## src/rtl/grant_decoder.sv

```systemverilog
// Decodes an accepted 3-bit index into a one-hot grant and holds it until ack or timeout.
// Latency: grant is visible one cycle after the accepting edge; one all-zero RELEASE cycle follows every grant.
// Backpressure: in_ready is high only in IDLE, so at most one grant is outstanding and in_valid is ignored while busy.
module grant_decoder #(
    parameter int IDX_W   = 3,
    parameter int TIMEOUT = 16,
    parameter int CNT_W   = 8
) (
    input  logic                  clk,
    input  logic                  rst_n,
    input  logic                  in_valid,
    input  logic [IDX_W-1:0]      in_idx,
    output logic                  in_ready,
    input  logic                  ack,
    output logic [2**IDX_W-1:0]   grant,
    output logic                  busy,
    output logic                  timeout,
    output logic [IDX_W-1:0]      last_idx,
    output logic [7:0]            to_count
);

    localparam int GW = 2**IDX_W;
    localparam logic [GW-1:0]    ONE_HOT0 = GW'(1);
    localparam logic [CNT_W-1:0] CNT_LAST = CNT_W'(TIMEOUT - 1);

    typedef enum logic [1:0] {
        ST_IDLE    = 2'd0,
        ST_GRANT   = 2'd1,
        ST_RELEASE = 2'd2
    } state_t;

    state_t             state_q, state_d;
    logic [CNT_W-1:0]   cnt_q, cnt_d;
    logic [IDX_W-1:0]   idx_d;
    logic [GW-1:0]      grant_d;
    logic               timeout_d;
    logic [7:0]         to_count_d;

    always_comb begin
        state_d    = state_q;
        cnt_d      = cnt_q;
        idx_d      = last_idx;
        grant_d    = '0;
        timeout_d  = 1'b0;
        to_count_d = to_count;
        case (state_q)
            ST_IDLE: begin
                if (in_valid) begin
                    state_d = ST_GRANT;
                    idx_d   = in_idx;
                    cnt_d   = '0;
                    grant_d = ONE_HOT0 << in_idx;
                end
            end
            ST_GRANT: begin
                // ack is checked before the counter so an ack in the last allowed cycle wins
                if (ack) begin
                    state_d = ST_RELEASE;
                end else if (cnt_q == CNT_LAST) begin
                    state_d   = ST_RELEASE;
                    timeout_d = 1'b1;
                    if (to_count != 8'hFF) begin
                        to_count_d = to_count + 8'd1;
                    end
                end else begin
                    cnt_d   = cnt_q + 1'b1;
                    grant_d = ONE_HOT0 << last_idx;
                end
            end
            ST_RELEASE: begin
                state_d = ST_IDLE;
            end
            default: begin
                state_d = ST_IDLE;
            end
        endcase
    end

    always_ff @(posedge clk or negedge rst_n) begin
        if (!rst_n) begin
            state_q  <= ST_IDLE;
            cnt_q    <= '0;
            last_idx <= '0;
            grant    <= '0;
            timeout  <= 1'b0;
            to_count <= 8'd0;
        end else begin
            state_q  <= state_d;
            cnt_q    <= cnt_d;
            last_idx <= idx_d;
            grant    <= grant_d;
            timeout  <= timeout_d;
            to_count <= to_count_d;
        end
    end

    assign in_ready = (state_q == ST_IDLE);
    assign busy     = (state_q == ST_GRANT) || (state_q == ST_RELEASE);

endmodule

```

## config.mk

```make
export PLATFORM = sky130hd
export DESIGN_NAME = grant_decoder
export DESIGN_NICKNAME = d
export VERILOG_FILES = /design/src/rtl/grant_decoder.sv
export SDC_FILE = /design/constraint.sdc
export NUM_CORES = 1
export LEC_CHECK = 0
export CORE_ASPECT_RATIO = 0.6
export CORE_MARGIN = 5
export CORE_UTILIZATION = 35
export CTS_CLUSTER_SIZE = 25
export DETAILED_ROUTE_END_ITERATION = 10
export PLACE_DENSITY = 0.67
export SYNTH_ARGS = -nofsm -noshare
export SYNTH_HDL_FRONTEND = slang
export SYNTH_SLANG_ARGS = --single-unit
```

## constraint.sdc

```tcl
create_clock -name clk -period 5.7 [get_ports clk]
set_input_delay 0.57 -clock clk [delete_from_list [all_inputs] [get_ports clk]]
set_output_delay 0.57 -clock clk [all_outputs]
set_load 0.02 [all_outputs]
```

==> flow_summary.toml <==
[status]
status = "completed"

[logic_synthesis]
yosys_warnings = 0
synthCells = 147
synth_area_mm2 = 0.00150
synthTopCellsByArea = "dfrtp_1 50%, mux2_2 4.5%, ha_1 4.2%"
synthFlopType = "dfrtp_1"
synth_commonest_cells = "30 x dfrtp_1, 15 x nand2_1, 11 x o21ai_0"
yosysMostFrequentCell = "dfrtp_1"
syn_area_per_cell_um2 = 10.2
yosys.area.top_type_share_pct = 50.1
synth.net_count = 159
synth_edf_count = 0
synth-seq-area-share_pct = 50.1
post-synth-top-area-cell = "dfrtp_1"
yosys_register_bits = 30
synth_cell_types = 36
synth-async-reset-ratio_pct = 100

[placement]
port-buffer-count = 28
hpwl_um = 2710
pre_cts_ws_ns = 3.16
place_inst = 234
postPlaceCellArea_mm2 = 0.00185
gp_congestion = 0.874

[finish]
layout.cells.non_filler = 242
insertedDiodeCount = 0
fin_nets = 193
utilization_pct = 47.0
design_area_mm2 = 0.00194
syn_to_final_growth_pct = 29.3
fill_cells = 374
drive_above_1_share_pct = 11.0

[hold_path]
hold_path_class = "flop to flop"

[detailed_routing]
drt_wl_total_um = 3760
wl_met2_um = 1740
postRouteAntennaNets = 0
drc = 0
post_drt_wl_per_cell_um = 15.5
via_per_inst = 5.32
drt_iter0_drc = 163
top_layer_used = "met4"
dr.pass1.iters = 4
dr_total_vias = 1287
dr_wl_met3_um = 214
wl_met1_um = 1760

[setup_path]
regToRegSetupSlack_ns = 3.19
path_class = "flop to flop"
worst_ep_arrival_time_ns = 2.67
worst_ep_required_time_ns = 5.86
end_kind = "flop"
worst_setup_path_start_kind = "flop"
cp_max_fo = 9

[cts]
htreeDepth = 2
hold_buffers = 0
cts_resized = 0
cts.sinks = 30
cts_setup_buffers = 0
clkLatencyLatePin_ns = 0.28
clkTransAtPathRegs_ns = 0.07
cts_tree = "built"
cts_buffers = 5
clockBufferDepth = 2
root_buffer = "clkbuf_8"

[sta]
timing.hold.ws_ns = 0.526
slew-limit-headroom_pct = 27.6
slew_violations = 0
tightest_slew_ns = 1.08
clock_skew_ns = 0.00911
finalSetupViolCount = 0
setup_ws_ns = 3.19
finalSetupTns_ns = 0
period_needed_ns = 2.51
fmax_mhz = 398
rsz0062_at_grt = "false"
hold_viol_final = 0
fin_crit_sh_pct = 44.1

[global_routing]
grt_pass1_vias = 1228
grt_pass1_wl_um = 6220
grt_util_all_layers_pct = 14.4
overflow = 0
antenna_found_initial = 0
grt_max_degree = 31

[die]
die_x_um = 94.5
io_pins = 29
die-area_mm2 = 0.00573
row_count = 18
die_h_um = 60.7
fp.coreArea_mm2 = 0.00412
start_util_pct = 36.3

[pwr]
total_leakage_power_nw = 0.838
peakVddDrop_uv = 113
power_density_mw_per_mm2 = 367
power_mw = 0.711

[run]
cap_violations = 0
-- layout make-up --
type / instances / area [um^2] / share of cell area, %
Sequential cell: 30 / 751 / 38.8
Multi-Input combinational cell: 109 / 709 / 36.6
Timing Repair Buffer: 29 / 288 / 14.9
Clock buffer: 7 / 86.3 / 4.46
Tap cell: 60 / 75.1 / 3.88
Inverter: 6 / 22.5 / 1.16
Clock inverter: 1 / 5.00 / 0.258
-- path summary, 6_finish.rpt --
check                                   startpoint  depth (start not counted)                      end
max                           cnt_q[4]$_DFFE_PN0P_                          4  to_count[1]$_DFFE_PN0P_
min                        to_count[0]$_DFFE_PN0P_                          1  to_count[0]$_DFFE_PN0P_
max reg2reg                   cnt_q[4]$_DFFE_PN0P_                          4  to_count[1]$_DFFE_PN0P_
min reg2reg                to_count[0]$_DFFE_PN0P_                          1  to_count[0]$_DFFE_PN0P_
max in group asynchronous                    rst_n                          2     cnt_q[5]$_DFFE_PN0P_
min in group asynchronous                    rst_n                          2       grant[4]$_DFF_PN0_
-- layer usage --
| metal | up-vias | track usage (%) |
|---|---|---|
| li1 | 610 | - |
| met1 | 632 | 19.6 |
| met2 | 38 | 22.1 |
| met3 | 7 | 4.46 |
| met4 | 0 | 5.13 |
| met5 | - | 0 |
-- worst max-delay path, stage by stage, from the launching register on --
cell and delay [ns]:
dfrtp_1 0.48, nor4_1 0.95, nand3_1 0.33, nor2_1 0.27, mux2_2 0.35
-- state kept, by name (all words and copies together) (netlist names) --
register / count
state_q: 2
timeout: 1
grant: 8
last_idx: 3
cnt_q: 8
to_count: 8
-- cells in the final DEF, fill, tap and decap left out, types with 2 or more instances in the layout --
cell type,Yosys,final
a211o_1,2,2
a21oi_1,10,10
a41oi_1,2,2
clkbuf_8,0,6
clkdlybuf4s50_1,0,28
dfrtp_1,30,30
ha_1,5,5
inv_1,6,6
mux2_2,6,6
nand2_1,15,15
nand2b_1,4,4
nand3_1,8,8
nand4_1,2,2
nor2_1,9,9
nor2b_1,4,4
nor3_1,2,2
o21ai_0,11,11
o22ai_1,3,3
o31ai_1,3,3
o32ai_1,3,3
or4_1,2,2
or4_4,2,2
xor2_1,3,3
-- report_power, final --
group          total, mW  internal, mW  switching [mW]
registers          0.284         0.246          0.0380
clock network      0.176        0.0972          0.0787
logic              0.251         0.109           0.142
total              0.711         0.452           0.259
-- cell families after synthesis --
kind of cell             Yosys count  synth area share, %
adder cells (fa/ha/maj)            5                 4.18
AO/OA/AOI/OAI                     39                 16.6
XOR/XNOR                           3                 1.75
AND/OR/NAND/NOR                   55                 19.6
buffers and inverters              8                 2.51
flip-flops                        30                 50.1
multiplexers                       7                 5.18
No activity file was read; power rests on OpenSTA's default activity.
==> RTL change (config.mk and constraints unchanged) <==
Reset style: synchronous (`rst_n`), changed in one clocked block.
--- a/src/rtl/grant_decoder.sv
+++ b/src/rtl/grant_decoder.sv
@@ -76,7 +76,7 @@
         endcase
     end
 
-    always_ff @(posedge clk or negedge rst_n) begin
+    always_ff @(posedge clk) begin
         if (!rst_n) begin
             state_q  <= ST_IDLE;
             cnt_q    <= '0;
Formal check against the unedited RTL: differs if rst_n is asserted again (counterexample within 4 cycles, from zero or initial values and one cycle with rst_n low); with rst_n held inactive, the same outputs for 10 cycles.
==> RTL change against the unedited design <==
Cell area grew 0.65%; non-clock buffer count down 1; worst setup slack better by 0.24 ns; sequential cell count unchanged; critical path depth is 1 lower; global-route usage shrank 0.81 points; first-iteration DRC count decreased by 61%; area after synthesis up 2.8%; wire length is 4.8% lower; largest cell class is now multi-input gates; highest routed layer unchanged.
Power is not compared: it rests on default switching activity, and its combinational part moved more than twofold at a synthesized area within 25%.
==> RTL change: results (changes against the unedited design) <==
{| class="wikitable"
! Metric !! Value
|-
| Final cell count without fillers || 265 (was 242)
|-
| Slowest stage cell, crit path || sky130_fd_sc_hd__clkdlybuf4s50_1 (was sky130_fd_sc_hd__nor4_1)
|-
| Wire length of the first global-routing pass || 6182 um (was 6216 um)
|-
| Crit path DAT || 1.70 ns (was 2.67 ns)
|-
| Peak per-stage delay on the critical path || 0.67 ns (was 0.95 ns)
|-
| Sequential element share of the synthesized area || 39.02% (was 50.13%)
|-
| Leading cell types by total area after synthesis || sky130_fd_sc_hd__dfxtp_1, sky130_fd_sc_hd__nand2_1, sky130_fd_sc_hd__a21oi_1 (was sky130_fd_sc_hd__dfrtp_1, sky130_fd_sc_hd__mux2_2, sky130_fd_sc_hd__ha_1)
|-
| Half-perimeter wire length after placement || 2507 um (was 2711 um)
|-
| Async SR Flop Fraction || 0% (was 100.0%)
|-
| VDD IR-drop max || 0.1348 mV
|-
| Multi-input combinational cell area || 890.9 sq um (was 709.4 sq um)
|-
| Placed instance area || 1858 sq um (was 1846 sq um)
|-
| Via count normalized by instance count || 5.309 (was 5.318)
|-
| Cell family with most CP delay || buffers and inverters (was simple AND/OR/NAND/NOR gates)
|-
| DR WL met2 || 1349 um (was 1735 um)
|-
| Placed cell count || 257 (was 234)
|-
| Unique masters post-synth || 49 (was 36)
|-
| DRC marker count from the first detailed-route iteration || 63 (was 163)
|-
| Net Count, Synth || 188 (was 159)
|-
| Global routing usage on met3 || 5.128% (was 4.461%)
|-
| Final Wtd Congestion || 0.8115 (was 0.8738)
|-
| Transition at the pin with the smallest max-transition slack || 1.115 ns (was 1.077 ns)
|-
| Clk_skew || 0.004300 ns (was 0.009109 ns)
|-
| Layout cells sized above 1 || 9.268% (was 10.99%)
|-
| Result of the run || complete, no violations (unchanged)
|-
| Pin count of the biggest net entering global routing || 30 (was 31)
|-
| Met2 Use GR || 17.59% (was 22.08%)
|-
| Layout Nets || 216 (was 193)
|-
| Routed metal-1 wire length || 1929 um (was 1758 um)
|-
| Number of fillers in the final layout || 398 (was 374)
|-
| Leading cell types by count after synthesis || sky130_fd_sc_hd__dfxtp_1, sky130_fd_sc_hd__nand2_1, sky130_fd_sc_hd__a21oi_1 (was sky130_fd_sc_hd__dfrtp_1, sky130_fd_sc_hd__nand2_1, sky130_fd_sc_hd__o21ai_0)
|-
| All-layer global routing usage || 13.59% (was 14.41%)
|-
| Main synth FF type || sky130_fd_sc_hd__dfxtp_1 (was sky130_fd_sc_hd__dfrtp_1)
|-
| Avg WL per Cell || 13.50 um (was 15.52 um)
|-
| Setup WS pre-CTS || 3.240 ns (was 3.159 ns)
|-
| Vias in the first global route || 1,274 (was 1,228)
|}
-- RTL change: cell count changes after synthesis, moves of 5 or more --
cell and change:
sky130_fd_sc_hd__dfrtp_1 -30, sky130_fd_sc_hd__dfxtp_1 +30, sky130_fd_sc_hd__mux2_2 -5, sky130_fd_sc_hd__nand2_1 +8
sky130_fd_sc_hd__nand3_1 +5, sky130_fd_sc_hd__o21ai_0 -7
-- RTL change: worst paths after layout --
check,startpoint,end,slack (ns),cells past startpoint
min reg2reg,to_count[7],to_count[7],0.52,2
max,state_q[1],in_ready,3.43,3
max reg2reg,state_q[1],cnt_q[6],3.56,6
min,to_count[7],to_count[7],0.52,2
-- RTL change: cell type report --
class	instances	area share, %
tap	60	3.851
inverter	3	0.5777
multi-input combinational	136	45.70
sequential	30	30.81
clock inverter	1	0.2567
timing repair buffer	28	14.38
clock buffer	7	4.429
-- RTL change: cell families after synthesis --
family / share of synthesized area, %
fa+ha+maj: 4.065
mux: 2.033
flops: 39.02
buf+inv: 3.089
compound gates: 20.73
simple gates: 31.06
